<file path="src/rtl/vending_machine_core_pkg.sv">
// Shared definitions for the vending machine core.
// Contents: FSM state type plus the default sizing, coin values and item
// prices used by the core, its interface and the change selector.
package vending_pkg;

    typedef enum logic [1:0] {
        IDLE   = 2'd0,
        ACTIVE = 2'd1,
        RETURN = 2'd2
    } vm_state_e;

    localparam int DEF_NUM_COINS   = 3;
    localparam int DEF_NUM_ITEMS   = 4;
    localparam int DEF_TOTAL_BITS  = 31;
    localparam int DEF_WAIT_CYCLES = 100;
    localparam int DEF_MAX_TOTAL   = 1000000;

    // Index 0 is the lowest value in both arrays.
    localparam logic [DEF_NUM_COINS-1:0][31:0] DEF_COIN_VALUES =
        {32'd1000, 32'd500, 32'd100};
    localparam logic [DEF_NUM_ITEMS-1:0][31:0] DEF_ITEM_PRICES =
        {32'd2000, 32'd1000, 32'd500, 32'd400};

endpackage

</file>
<file path="src/rtl/vending_machine_core_if.sv">
// Front-end / actuator bundle of the vending machine core.
// master: coin/button front end (drives coin, select and return strobes,
//         observes credit, availability, dispense pulses and busy).
// slave : vending_machine_core.
interface vending_machine_core_if
    import vending_pkg::*;
#(
    parameter int NUM_COINS  = DEF_NUM_COINS,
    parameter int NUM_ITEMS  = DEF_NUM_ITEMS,
    parameter int TOTAL_BITS = DEF_TOTAL_BITS
);

    logic [NUM_COINS-1:0]  i_input_coin;
    logic [NUM_ITEMS-1:0]  i_select_item;
    logic                  i_trigger_return;
    logic [NUM_ITEMS-1:0]  o_available_item;
    logic [NUM_ITEMS-1:0]  o_output_item;
    logic [NUM_COINS-1:0]  o_return_coin;
    logic                  o_coin_rejected;
    logic                  o_busy;
    logic [TOTAL_BITS-1:0] o_current_total;

    modport master (
        output i_input_coin,
        output i_select_item,
        output i_trigger_return,
        input  o_available_item,
        input  o_output_item,
        input  o_return_coin,
        input  o_coin_rejected,
        input  o_busy,
        input  o_current_total
    );

    modport slave (
        input  i_input_coin,
        input  i_select_item,
        input  i_trigger_return,
        output o_available_item,
        output o_output_item,
        output o_return_coin,
        output o_coin_rejected,
        output o_busy,
        output o_current_total
    );

endinterface

</file>
<file path="src/rtl/vending_machine_core_change_selector.sv">
// Greedy change finder: picks the largest coin whose value fits in credit.
// Ports:
//   credit      in  credit to pay out
//   coin_onehot out one-hot index of the chosen coin (0 when none fits)
//   coin_value  out value of the chosen coin (0 when none fits)
//   found       out a coin fits
module vm_change_selector
    import vending_pkg::*;
#(
    parameter int NUM_COINS  = DEF_NUM_COINS,
    parameter int VALUE_BITS = DEF_TOTAL_BITS + 1,
    parameter logic [NUM_COINS-1:0][31:0] COIN_VALUES = DEF_COIN_VALUES
) (
    input  logic [VALUE_BITS-1:0] credit,
    output logic [NUM_COINS-1:0]  coin_onehot,
    output logic [VALUE_BITS-1:0] coin_value,
    output logic                  found
);

    // Coin values ascend with index, so the last fitting coin is the largest.
    always_comb begin
        coin_onehot = '0;
        coin_value  = '0;
        found       = 1'b0;
        for (int j = 0; j < NUM_COINS; j++) begin
            if (64'(COIN_VALUES[j]) <= 64'(credit)) begin
                coin_onehot    = '0;
                coin_onehot[j] = 1'b1;
                coin_value     = VALUE_BITS'(COIN_VALUES[j]);
                found          = 1'b1;
            end
        end
    end

endmodule

</file>
<file path="src/rtl/vending_machine_core.sv">
// Vending machine core: running credit, purchase resolution, idle timeout
// and one-coin-per-cycle change dispensing.
// Ports:
//   clk   in  clock
//   reset in  synchronous reset, active-high
//   bus   slave side of vending_machine_core_if (coin/select/return strobes
//         in; availability, dispense pulses, reject, busy and credit out)
//
// state  | meaning
// -------+-------------------------------------------------------------
// IDLE   | credit is 0; waits for an accepted coin
// ACTIVE | credit > 0; purchases resolved, idle timer running
// RETURN | paying out change, one coin per cycle; inputs ignored
module vending_machine_core
    import vending_pkg::*;
#(
    parameter int NUM_COINS   = DEF_NUM_COINS,
    parameter int NUM_ITEMS   = DEF_NUM_ITEMS,
    parameter int TOTAL_BITS  = DEF_TOTAL_BITS,
    parameter logic [NUM_COINS-1:0][31:0] COIN_VALUES = DEF_COIN_VALUES,
    parameter logic [NUM_ITEMS-1:0][31:0] ITEM_PRICES = DEF_ITEM_PRICES,
    parameter int WAIT_CYCLES = DEF_WAIT_CYCLES,
    parameter int MAX_TOTAL   = DEF_MAX_TOTAL
) (
    input logic clk,
    input logic reset,
    vending_machine_core_if.slave bus
);

    // One spare bit so coin add and purchase arithmetic never wraps.
    localparam int W         = TOTAL_BITS + 1;
    localparam int WAIT_BITS = $clog2(WAIT_CYCLES + 1);

    typedef logic [W-1:0] acc_t;

    localparam acc_t                 MAX_ACC   = acc_t'(MAX_TOTAL);
    localparam acc_t                 COIN_MIN  = acc_t'(COIN_VALUES[0]);
    localparam logic [WAIT_BITS-1:0] WAIT_LOAD = WAIT_BITS'(WAIT_CYCLES);

    vm_state_e             state_q, state_d;
    logic [TOTAL_BITS-1:0] total_q, total_d;
    logic [WAIT_BITS-1:0]  wait_q, wait_d;
    logic [NUM_ITEMS-1:0]  item_q, item_d;
    logic [NUM_COINS-1:0]  coin_q, coin_d;
    logic                  rej_q, rej_d;

    acc_t                 credit_now;
    acc_t                 in_sum;
    acc_t                 run;
    acc_t                 residual;
    acc_t                 change_value;
    logic [NUM_COINS-1:0] change_onehot;
    logic                 change_found;
    logic                 coin_any;
    logic                 over_cap;
    logic                 coin_ok;
    logic                 reload;
    logic [NUM_ITEMS-1:0] avail;

    assign credit_now = {1'b0, total_q};
    assign coin_any   = |bus.i_input_coin;
    assign over_cap   = (credit_now + in_sum) > MAX_ACC;
    assign coin_ok    = coin_any && !over_cap;
    assign residual   = credit_now - change_value;

    always_comb begin
        in_sum = '0;
        for (int i = 0; i < NUM_COINS; i++) begin
            if (bus.i_input_coin[i]) begin
                in_sum = in_sum + acc_t'(COIN_VALUES[i]);
            end
        end
    end

    vm_change_selector #(
        .NUM_COINS  (NUM_COINS),
        .VALUE_BITS (W),
        .COIN_VALUES(COIN_VALUES)
    ) u_change_selector (
        .credit     (credit_now),
        .coin_onehot(change_onehot),
        .coin_value (change_value),
        .found      (change_found)
    );

    always_comb begin
        state_d = state_q;
        total_d = total_q;
        wait_d  = wait_q;
        item_d  = '0;
        coin_d  = '0;
        rej_d   = 1'b0;
        run     = credit_now;
        reload  = 1'b0;

        unique case (state_q)
            IDLE: begin
                if (coin_any) begin
                    if (over_cap) begin
                        rej_d = 1'b1;
                    end else begin
                        total_d = TOTAL_BITS'(credit_now + in_sum);
                        wait_d  = WAIT_LOAD;
                        state_d = ACTIVE;
                    end
                end
            end

            ACTIVE: begin
                if (coin_any) begin
                    if (over_cap) begin
                        rej_d = 1'b1;
                    end else begin
                        run = run + in_sum;
                    end
                end
                // Lower index wins when credit cannot cover every selection.
                for (int i = 0; i < NUM_ITEMS; i++) begin
                    if (bus.i_select_item[i] && (run >= acc_t'(ITEM_PRICES[i]))) begin
                        run       = run - acc_t'(ITEM_PRICES[i]);
                        item_d[i] = 1'b1;
                    end
                end
                total_d = run[TOTAL_BITS-1:0];
                reload  = coin_ok || (item_d != '0);

                if (run == '0) begin
                    // Nothing left to refund, so a return request is moot.
                    wait_d  = WAIT_LOAD;
                    state_d = IDLE;
                end else begin
                    if (reload) begin
                        wait_d = WAIT_LOAD;
                    end else begin
                        wait_d = wait_q - 1'b1;
                    end
                    if (bus.i_trigger_return ||
                        (!reload && (wait_q <= WAIT_BITS'(1)))) begin
                        state_d = RETURN;
                    end
                end
            end

            RETURN: begin
                if (change_found) begin
                    coin_d  = change_onehot;
                    total_d = residual[TOTAL_BITS-1:0];
                end
                // Leave as soon as no further coin would fit; any residual
                // below the smallest coin is forfeited.
                if (!change_found || (residual < COIN_MIN)) begin
                    total_d = '0;
                    state_d = IDLE;
                end
            end

            default: begin
                total_d = '0;
                state_d = IDLE;
            end
        endcase
    end

    always_ff @(posedge clk) begin
        if (reset) begin
            state_q <= IDLE;
            total_q <= '0;
            wait_q  <= WAIT_LOAD;
            item_q  <= '0;
            coin_q  <= '0;
            rej_q   <= 1'b0;
        end else begin
            state_q <= state_d;
            total_q <= total_d;
            wait_q  <= wait_d;
            item_q  <= item_d;
            coin_q  <= coin_d;
            rej_q   <= rej_d;
        end
    end

    always_comb begin
        avail = '0;
        for (int i = 0; i < NUM_ITEMS; i++) begin
            avail[i] = credit_now >= acc_t'(ITEM_PRICES[i]);
        end
    end

    assign bus.o_available_item = avail;
    assign bus.o_output_item    = item_q;
    assign bus.o_return_coin    = coin_q;
    assign bus.o_coin_rejected  = rej_q;
    assign bus.o_busy           = (state_q == RETURN);
    assign bus.o_current_total  = total_q;

endmodule

</file>
<file path="src/flat_wrapper.sv">
// flat-port wrapper written by rule: the top's interface ports become plain ports
module vending_machine_core_flat import vending_pkg::*;
#(
    parameter int NUM_COINS   = DEF_NUM_COINS,
    parameter int NUM_ITEMS   = DEF_NUM_ITEMS,
    parameter int TOTAL_BITS  = DEF_TOTAL_BITS,
    parameter logic [NUM_COINS-1:0][31:0] COIN_VALUES = DEF_COIN_VALUES,
    parameter logic [NUM_ITEMS-1:0][31:0] ITEM_PRICES = DEF_ITEM_PRICES,
    parameter int WAIT_CYCLES = DEF_WAIT_CYCLES,
    parameter int MAX_TOTAL   = DEF_MAX_TOTAL
)
  (clk, reset, bus_i_input_coin, bus_i_select_item, bus_i_trigger_return, bus_o_available_item, bus_o_output_item, bus_o_return_coin, bus_o_coin_rejected, bus_o_busy, bus_o_current_total);
  vending_machine_core_if #(.NUM_COINS(NUM_COINS), .NUM_ITEMS(NUM_ITEMS), .TOTAL_BITS(TOTAL_BITS)) bus_i ();
  input logic clk;
  input logic reset;
  input wire logic [$bits(bus_i.i_input_coin)-1:0] bus_i_input_coin;
  input wire logic [$bits(bus_i.i_select_item)-1:0] bus_i_select_item;
  input wire logic [$bits(bus_i.i_trigger_return)-1:0] bus_i_trigger_return;
  output wire logic [$bits(bus_i.o_available_item)-1:0] bus_o_available_item;
  output wire logic [$bits(bus_i.o_output_item)-1:0] bus_o_output_item;
  output wire logic [$bits(bus_i.o_return_coin)-1:0] bus_o_return_coin;
  output wire logic [$bits(bus_i.o_coin_rejected)-1:0] bus_o_coin_rejected;
  output wire logic [$bits(bus_i.o_busy)-1:0] bus_o_busy;
  output wire logic [$bits(bus_i.o_current_total)-1:0] bus_o_current_total;
  assign bus_i.i_input_coin = bus_i_input_coin;
  assign bus_i.i_select_item = bus_i_select_item;
  assign bus_i.i_trigger_return = bus_i_trigger_return;
  assign bus_o_available_item = bus_i.o_available_item;
  assign bus_o_output_item = bus_i.o_output_item;
  assign bus_o_return_coin = bus_i.o_return_coin;
  assign bus_o_coin_rejected = bus_i.o_coin_rejected;
  assign bus_o_busy = bus_i.o_busy;
  assign bus_o_current_total = bus_i.o_current_total;
  vending_machine_core #(.NUM_COINS(NUM_COINS), .NUM_ITEMS(NUM_ITEMS), .TOTAL_BITS(TOTAL_BITS), .COIN_VALUES(COIN_VALUES), .ITEM_PRICES(ITEM_PRICES), .WAIT_CYCLES(WAIT_CYCLES), .MAX_TOTAL(MAX_TOTAL)) u_core (.clk(clk), .reset(reset), .bus(bus_i));
endmodule
</file>
<file path="config.mk">
export PLATFORM = sky130hd
export DESIGN_NAME = vending_machine_core_flat
export DESIGN_NICKNAME = d
export VERILOG_FILES = /design/src/rtl/vending_machine_core_pkg.sv /design/src/rtl/vending_machine_core_if.sv /design/src/rtl/vending_machine_core_change_selector.sv /design/src/rtl/vending_machine_core.sv /design/src/flat_wrapper.sv
export SDC_FILE = /design/constraint.sdc
export NUM_CORES = 1
export LEC_CHECK = 0
export CORE_UTILIZATION = 30
export DETAILED_ROUTE_END_ITERATION = 8
export PLACE_DENSITY_LB_ADDON = 0.15
export REMOVE_ABC_BUFFERS = 1
export SLEW_MARGIN = 20
export SYNTH_ARGS = -nofsm -noshare
export SYNTH_HDL_FRONTEND = slang
export SYNTH_SLANG_ARGS = --single-unit
</file>
<file path="constraint.sdc">
create_clock -name clk -period 12.7 [get_ports clk]
set_clock_uncertainty 0.05 [all_clocks]
set_input_delay 2.54 -clock clk [delete_from_list [all_inputs] [get_ports clk]]
set_output_delay 2.54 -clock clk [all_outputs]
set_load 0.1 [all_outputs]
</file>
==> impl_results.md <==
- Mux cell area share after synthesis: 3.31%
- Multi-input logic area: 0.00926 mm^2
- Post-route design area: 0.0152 mm^2
- Post-Synth XOR/XNOR Area: 12.6%
- Placer Congestion: 1.03
- Final WL: 51.7 mm
- DP Wirelength: 40.9 mm
- Critical path class: input pin to flip-flop
- Clock period minus worst slack: 12.64 ns
- Relative slew slack: 28.0%
- Reg-to-Reg Start: u_core.bus.o_current_total[15]$_SDFFE_PP0P_
- Htree depth: 2
- Average cell area after synthesis: 6.87 um^2
- Max-slew violations: 0
- # rows: 65
- Seq. cell area: 921 um^2
- First-pass GRT wire length: 77.3 mm
- # setup viols final: 0
- Worst slack, placed: -1.12 ns
- CTS tree: built
- Port buffer count: 51
- Initial Utilization: 30.7%
- Adder-cell share of the synthesized area: 4.25%
- Synthesized flop and latch total: 46
- Worst endpoint required time: 12.84 ns
- Routed length per instance: 22.4 um
- CTS buffer count: 5
- Period utilization: 99.5%
- Max_cap viols: 0
- Core area: 0.0318 mm^2
- Most Frequent Cell on Critical Path: buf_4
- CP Launch Type: input pin
- Critical Path Max Stage Delay: 0.55 ns
- Synth Instances: 1422
- CTS sink count: 46
- Routed vias: 13300
- Nets: 1914
- # IOs: 54
- Final setup TNS: 0 ns
- Clock Latency Late Sink: 0.30 ns
- Largest family of logic cells by synthesized area: simple AND/OR/NAND/NOR gates
- Fillers: 3265
- Routed Antenna Nets: 0
- Outcome: completed
- Setup ws final: 0.0613 ns
- Initial drt markers: 1314
- WP data arrival: 12.77 ns
- Number of library cell types mapped by synthesis: 105
- Synth warnings: 0
- Post-synth EDFFs: 0
- Critical path endpoint category: flip-flop
- Slowest cell on crit path: or4_4
- Worst Path Buf+Inv: 13
- Tightest Hold Check Type: flip-flop to flip-flop
- Die area: 0.0333 mm^2
- Ys flop type: dfxtp_1
- Fmax: 0.0791 GHz
- Layout cells sized above 1: 38.0%
- Die Span X: 182 um
- Residual DRC: 0
- Worst-Margin Slew: 1.08 ns
- Worst-path clk slew: 0.06 ns
- Placed cell area: 0.0135 mm^2
- Setup crit start: bus_i_input_coin[1]
- Clk root buf: clkbuf_16
- Mapped Area: 0.00976 mm^2
- Simple-Gate Fraction of Synth Area: 35.1%
- Vias/cell: 5.74
- Pin count of the biggest net entering global routing: 41
- Sequential area share after synthesis: 9.43%
- R2R setup slack: 2.20 ns
- Post-synth ARST share: 0%
- Critical Path Fanout Max: 7
- Pre-Repair DR Iteration Count: 5
- Endpoints failing hold: 0
- Crit-path leading delay family: compound AO/OA/AOI/OAI gates
- GRT overflow: 0
- Vias in the first global route: 12700
- Initial antenna violation count: 0
- Die height: 182 um
- Synth Area in Compound Gates: 29.9%
- RSZ-0062 raised after global routing: true
- Area delta synth->final: 55.6%
- Gr usage total: 30.3%
- Clock Path Buffers: 2
- Hold Startpoint: u_core.wait_q[3]$_SDFFE_PP0P_
## metrics by stage
stage	cells	hold WS (ns)	util, %
6_report	2309	0.469	47.8
5_1_grt	2308	0.493	47.8
4_1_cts	2280	0.466	45.4
3_5_place_dp	2233	0.451	42.6
3_3_place_gp	2233	0.452	42.6
2_1_floorplan	1331	0.424	-
## worst reg2reg max path: cells and delay by family, from the launching register on
family	cells	cell delay (ns)
DFF	1	0.79
and+or+nand+nor	20	5.53
buffers and inverters	6	0.97
xor gates and xnor gates	1	0.25
adders and majority gates	1	0.21
AOI/OAI and AO/OA	11	2.25
muxes	2	0.36
## Yosys cell counts, types with 19 or more instances
cell type / count / share of area, %
a21oi_1: 76 / 3.9
a22oi_1: 22 / 1.7
a31oi_1: 21 / 1.3
and2_1: 19 / 1.2
and3_1: 24 / 1.5
buf_2: 20 / 1.0
clkbuf_1: 58 / 2.2
dfxtp_1: 46 / 9.4
ha_1: 30 / 3.8
inv_1: 32 / 1.2
mux2i_1: 21 / 2.2
nand2_1: 115 / 4.4
nand2b_1: 26 / 1.7
nand3_1: 54 / 2.8
nand4_1: 24 / 1.5
nor2_1: 175 / 6.7
nor3_1: 65 / 3.3
nor4_1: 25 / 1.6
o211ai_1: 23 / 1.8
o21ai_0: 45 / 2.3
or2_2: 19 / 1.2
or3_1: 20 / 1.3
xnor2_1: 91 / 8.2
xor2_1: 49 / 4.4
## final timing paths
path,endpoint,cells past startpoint
max reg2reg,u_core.wait_q[4]$_SDFFE_PP0P_,41
max,u_core.wait_q[4]$_SDFFE_PP0P_,51
min reg2reg,u_core.wait_q[3]$_SDFFE_PP0P_,1
min,u_core.wait_q[3]$_SDFFE_PP0P_,1
## sequential cells by signal, indices dropped and copies added (netlist names)
register,count
u_core.state_q,2
u_core.bus.o_coin_rejected,1
u_core.bus.o_return_coin,3
u_core.wait_q,7
u_core.bus.o_current_total,29
u_core.bus.o_output_item,4
## layer usage
| metal | GRT usage [%] | wire, um | vias to the layer above |
|---|---|---|---|
| met5 | 0 | 0 | - |
| met4 | 11.3 | 1770 | 0 |
| met3 | 4.01 | 3950 | 88 |
| met2 | 46.6 | 22700 | 615 |
| met1 | 42.6 | 23200 | 6334 |
| li1 | - | - | 6215 |
## cell usage in the layout (no fill, tap or decap), types with 17 or more instances in the layout
cell | Yosys | layout
a21o_1 | 17 | 17
a21oi_1 | 76 | 63
a22oi_1 | 22 | 19
a31oi_1 | 21 | 18
and3_1 | 24 | 20
buf_4 | 4 | 471
clkdlybuf4s50_1 | 0 | 48
dfxtp_1 | 46 | 46
ha_1 | 30 | 17
inv_1 | 32 | 29
mux2i_1 | 21 | 18
nand2_1 | 115 | 114
nand2b_1 | 26 | 24
nand3_1 | 54 | 48
nand4_1 | 24 | 24
nor2_1 | 175 | 170
nor3_1 | 65 | 56
o211ai_1 | 23 | 23
o21ai_0 | 45 | 33
or2_2 | 19 | 18
xnor2_1 | 91 | 81
xor2_1 | 49 | 41
## cells by family after synthesis
logic type | Yosys count
buffers and inverters | 125
muxes | 31
other | 1
AOI/OAI and AO/OA | 395
and+or+nand+nor | 652
DFF | 46
adders and majority gates | 32
xor gates and xnor gates | 140
## what timing repair did
item / CTS / global route
setup endpoints to repair: 35 / 36
gates resized for setup: 96 / 107
hold endpoints to repair: 0 / 0
setup buffers: 39 / 29
pin swaps: 57 / 88
hold buffers: 0 / 0
## final cells by class
type,count,area share [%]
Inverter,33,0.815
Timing Repair Buffer,534,27.6
Sequential cell,46,6.06
Multi-Input combinational cell,1252,60.9
Antenna cell,1,0.0165
Clock inverter,2,0.0824
Clock buffer,6,0.914
Tap cell,435,3.58
Power is left out: the tool's default activity adds up to more than one toggle a clock period on the data nets, which glitch-free logic cannot reach.
